--- src/rtl/dma_request_unit.sv ---
// rtl/dma_request_unit.sv - N-channel DMA request merge, mask, arbitration and HRQ/HLDA/DACK handshake
module dma_request_unit #(
    parameter int                NUM_CH    = 4,
    parameter int                ADDR_W    = 4,
    parameter int                DATA_W    = 8,
    parameter logic [ADDR_W-1:0] REQ_ADDR  = ADDR_W'(9),
    parameter logic [ADDR_W-1:0] MASK_ADDR = ADDR_W'(10),
    parameter int                ROTATE    = 0,
    parameter int                DREQ_HIGH = 1
) (
    input  logic              CLK,
    input  logic              Reset,
    input  logic              IOR,
    input  logic              IOW,
    input  logic [ADDR_W-1:0] Address,
    input  logic [DATA_W-1:0] DataBus,
    output logic [DATA_W-1:0] ReadData,
    input  logic [NUM_CH-1:0] DREQ,
    input  logic [NUM_CH-1:0] Auto_Initialization,
    input  logic              HLDA,
    input  logic              EOP,
    output logic              HRQ,
    output logic [NUM_CH-1:0] DACK
);

    localparam int CH_W = (NUM_CH > 1) ? $clog2(NUM_CH) : 1;

    typedef enum logic [1:0] {IDLE, REQ_BUS, SERVICE} state_t;

    state_t            state;
    logic [CH_W-1:0]   ch;
    logic [CH_W-1:0]   ptr;
    logic [CH_W-1:0]   next_ptr;
    logic [CH_W-1:0]   winner;
    logic [CH_W-1:0]   wr_ch;
    logic              wr_ch_ok;
    logic [NUM_CH-1:0] soft_req;
    logic [NUM_CH-1:0] mask;
    logic [NUM_CH-1:0] sync1;
    logic [NUM_CH-1:0] sync2;
    logic [NUM_CH-1:0] dreq_n;
    logic [NUM_CH-1:0] pending;
    logic              wr_en;
    logic              rd_en;
    logic              svc_eop;
    logic              unused_data;

    // Simultaneous strobes are treated as no access at all
    assign wr_en    = !IOW && IOR;
    assign rd_en    = !IOR && IOW;
    assign wr_ch    = DataBus[CH_W-1:0];
    assign wr_ch_ok = int'(wr_ch) < NUM_CH;
    assign dreq_n   = (DREQ_HIGH != 0) ? DREQ : ~DREQ;
    assign pending  = (soft_req | sync2) & ~mask;
    assign svc_eop  = (state == SERVICE) && EOP;
    assign next_ptr = (int'(ch) == NUM_CH - 1) ? '0 : ch + 1'b1;
    assign unused_data = &{1'b0, DataBus};

    // Pick the first pending channel scanning upward from the priority base, wrapping
    always_comb begin
        logic found;
        int   idx;
        winner = '0;
        found  = 1'b0;
        idx    = 0;
        for (int k = 0; k < NUM_CH; k++) begin
            idx = (ROTATE != 0) ? (int'(ptr) + k) % NUM_CH : k;
            if (!found && pending[idx]) begin
                winner = CH_W'(idx);
                found  = 1'b1;
            end
        end
    end

    // Two-flop synchroniser on the polarity-normalised DREQ lines
    always_ff @(posedge CLK or posedge Reset) begin
        if (Reset) begin
            sync1 <= '0;
            sync2 <= '0;
        end else begin
            sync1 <= dreq_n;
            sync2 <= sync1;
        end
    end

    // Request/mask registers; CPU writes come last so they win over terminal-count updates
    always_ff @(posedge CLK or posedge Reset) begin
        if (Reset) begin
            soft_req <= '0;
            mask     <= '1;
        end else begin
            if (svc_eop) begin
                soft_req[ch] <= 1'b0;
                if (!Auto_Initialization[ch])
                    mask[ch] <= 1'b1;
            end
            if (wr_en && Address == REQ_ADDR && wr_ch_ok)
                soft_req[wr_ch] <= DataBus[CH_W];
            if (wr_en && Address == MASK_ADDR)
                mask <= DataBus[NUM_CH-1:0];
        end
    end

    // Status read returns the pending vector; other reads leave the register alone
    always_ff @(posedge CLK or posedge Reset) begin
        if (Reset)
            ReadData <= '0;
        else if (rd_en && Address == REQ_ADDR)
            ReadData <= DATA_W'(pending);
    end

    // Bus handshake FSM; the winner is frozen once HRQ is raised
    always_ff @(posedge CLK or posedge Reset) begin
        if (Reset) begin
            state <= IDLE;
            ch    <= '0;
            ptr   <= '0;
            HRQ   <= 1'b0;
            DACK  <= '0;
        end else begin
            case (state)
                IDLE: begin
                    if (|pending) begin
                        ch    <= winner;
                        HRQ   <= 1'b1;
                        state <= REQ_BUS;
                    end
                end
                REQ_BUS: begin
                    if (HLDA) begin
                        DACK  <= NUM_CH'(1) << ch;
                        state <= SERVICE;
                    end else if (!pending[ch]) begin
                        HRQ   <= 1'b0;
                        state <= IDLE;
                    end
                end
                SERVICE: begin
                    if (EOP || !pending[ch] || !HLDA) begin
                        HRQ   <= 1'b0;
                        DACK  <= '0;
                        state <= IDLE;
                        if (ROTATE != 0)
                            ptr <= next_ptr;
                    end
                end
                default: begin
                    HRQ   <= 1'b0;
                    DACK  <= '0;
                    state <= IDLE;
                end
            endcase
        end
    end

endmodule
--- config.mk ---
export PLATFORM = sky130hd
export DESIGN_NAME = dma_request_unit
export DESIGN_NICKNAME = d
export VERILOG_FILES = /design/src/rtl/dma_request_unit.sv
export SDC_FILE = /design/constraint.sdc
export NUM_CORES = 1
export LEC_CHECK = 0
export CAP_MARGIN = 10
export CORE_MARGIN = 2
export CORE_UTILIZATION = 48
export CTS_CLUSTER_DIAMETER = 100
export DETAILED_ROUTE_END_ITERATION = 12
export PLACE_DENSITY_LB_ADDON = 0.15
export SLEW_MARGIN = 20
export SYNTH_ARGS = -nofsm -noshare
export SYNTH_HDL_FRONTEND = slang
export SYNTH_SLANG_ARGS = --single-unit
--- constraint.sdc ---
create_clock -name CLK -period 1.9 [get_ports CLK]
set_clock_uncertainty 0.15 [all_clocks]
set_input_delay 0.475 -clock CLK [delete_from_list [all_inputs] [get_ports CLK]]
set_output_delay 0.475 -clock CLK [all_outputs]
set_load 0.03 [all_outputs]
==> results_dict.tcl <==
set metrics [dict create \
    cp_cell_sequence "dlygate4sd2_1" \
    route.detailed.drc 0 \
    path_max_fanout 3 \
    ioPinCount 39 \
    dp_hpwl_um 2300 \
    grt_pass1_vias 1104 \
    dr_wl_met3_um 160 \
    wl_met2_um 1520 \
    routed_wl_um 3050 \
    gp_congestion 0.823 \
    synthXorXnorAreaFrac_pct 0 \
    layout_worst_path_cycle_share_pct 91.9 \
    fp.dieW_um 59.5 \
    grt_max_degree 30 \
    multi_input_comb_area_um2 657 \
    r2r_end "HRQ" \
    hp-class "register to register" \
    setup_violations 0 \
    first_iter_violations 29 \
    vias 1157 \
    io_buffers 30 \
    status "completed" \
    worstHoldStart "sync1[1]" \
    cp-start-kind "register" \
    drv_slew 0 \
    cts-root-buf "clkbuf_4" \
    worstSetupPathType "register to output port" \
    finalHoldViolations 0 \
    crit_family "buffers and inverters" \
    required_ns 1.27 \
    yosys-top-cells-count "dfrtp_1 (25), nor2_1 (13), a21oi_1 (12)" \
    wire_per_inst_um 14.3 \
    cp.arrival_ns 1.12 \
    crit_buf_inv 1 \
    antenna_found_initial 0 \
    cp_slowest_stage_delay_ns 0.41 \
    synth_compound_area_share_pct 21.7 \
    clock_path_buffers 2 \
    synth_top_cell_area_share_pct 42.3 \
    overflow 0 \
    power.density_nw_per_um2 1280 \
    final_net_count 205 \
    numCtsBuffers 5 \
    grt_pass1_wl_um 4970 \
    syn_area_um2 1480 \
    ant_nets 0 \
    synth_cell_types 43 \
    synth-simple-area-share_pct 20.4 \
    clk_pin_slew_ns 0.09 \
    regArea_um2 731 \
    ys.flop_type "dfrtp_1" \
    synth_edf_count 0 \
    drt_pre_antenna_iters 4 \
    r2r_start "ch[0]" \
    end_kind "output port" \
    critPathSlowestCell "dlygate4sd2_1" \
    die-height_um 59.5 \
    synthAdderAreaFrac_pct 0 \
    top_layer_used "met4" \
    synth_cells 144 \
    synthMuxAreaShare_pct 1.35 \
    drv_cap 0 \
    min_to "sync2[1]" \
    cts_tree "done" \
    finalCriticalPeriod_ns 1.75 \
    via_per_inst 5.43 \
    synth_warnings 0 \
    clk_latency_ns 0.33 \
    cts-htree-levels 2 \
    rsz0062_at_grt "false" \
    nFillCells 280 \
    tns_ns 0 \
    core_area_um2 3000 \
    ys_ff_latch 29 \
    ys_seq_area_share_pct 49.4 \
    placed_area_um2 1800 \
    r2r_slack_ns 0.25 \
    avgSynthCellArea_um2 10.3 \
    yosys.area.top_type "dfrtp_1" \
    dieArea_um2 3540 \
    vdd.ir_drop.worst_v 0.000699 \
    layout-drive-gt1-share_pct 15.6 \
    async_flop_share_pct 100 \
    start_util_pct 49.2 \
    final_area_um2 1840 \
    grt_util_all_layers_pct 19.3 \
    clock.fmax_mhz 573 \
    synthTopCellsByArea "dfrtp_1 (42%), dfstp_2 (7.1%), a21oi_1 (4.1%)" \
    antenna_cells 0 \
    worstRegToRegCells 4 \
    hold_depth 0 \
    synth_top_family_by_area "compound AO/OA/AOI/OAI gates" \
    rows 20 \
    cts_sinks 29 \
    p_leak_uw 0.000827 \
    wl_met1_um 1320 \
    synth.most_common_cell "dfrtp_1" \
    synthToLayoutAreaGrowth_pct 24.5 \
]
cell type report:
class	instances	share of cell area, %
tap	33	2.24
timing repair buffer	33	17.6
clock inverter	2	0.543
multi-input combinational	100	35.7
sequential	29	39.7
clock buffer	6	2.24
inverter	10	2.04
report_power, final:
group	total, µW	internal (µW)	switching (µW)	leakage (µW)
Clock	349	141	209	0.0000320
Sequential	1010	815	198	0.000357
Combinational	997	444	553	0.000439
sequential cells by signal (all words and copies together) (netlist names):
name / count
sync2: 4
HRQ: 1
mask: 4
state: 2
sync1: 4
DACK: 4
ReadData: 4
ch: 2
soft_req: 4
layout by cell type (no fill, tap or decap), types with 3 or more instances in the layout:
master and instances:
nand2b_1 5, clkbuf_4 5, o22ai_1 3, conb_1 4, dfrtp_1 25, dfstp_2 4, dlygate4sd2_1 9, nor2_1 13
o21ai_1 4, clkdlybuf4s50_1 21, inv_1 10, o21ai_0 8, o31ai_1 3, nand2_1 11, a21oi_1 12
worst max-delay path by stage:
stage | slack [ns] | startpoint | cells past startpoint | endpoint
final | 0.15 | DACK[3] | 1 | DACK[3]
after global routing | 0.11 | DACK[3] | 1 | DACK[3]
after CTS | 0.14 | DACK[3] | 1 | DACK[3]
after detailed placement | -0.06 | IOR | 5 | soft_req[2]
after global placement | -0.01 | Address[2] | 5 | soft_req[2]
after floorplan | 0.47 | Address[2] | 4 | soft_req[2]
per-stage QoR:
| step | total power, µW | worst slack [ns] | util, % | hold WS [ns] | cells |
|---|---|---|---|---|---|
| after CTS | 2380 | 0.143 | 61.3 | 0.193 | 213 |
| after global placement | 2020 | -0.0144 | 60.0 | 0.183 | 205 |
| final | 2360 | 0.154 | 61.3 | 0.190 | 213 |
| after floorplan | 1800 | 0.469 | - | 0.181 | 147 |
| after detailed placement | 2070 | -0.0615 | 60.0 | 0.186 | 205 |
| after global routing | 2520 | 0.114 | 61.3 | 0.215 | 213 |
cell families after synthesis:
family                 count (synthesis)
other                                  1
muxes                                  2
and+or+nand+nor                       50
AOI/OAI and AO/OA                     44
DFF                                   29
buffers and inverters                 18
routing by layer:
layer,vias up,track usage (%)
li1,572,-
met1,548,22.7
met2,32,32.8
met3,5,6.11
met4,0,7.30
met5,-,0
repair_timing:
item | in CTS | in global routing
buffers inserted | 0 | 0
resized for setup | 9 | 0
hold buffers | 0 | 0
setup endpoints to repair | 9 | 0
No activity file was read; power rests on OpenSTA's default activity.
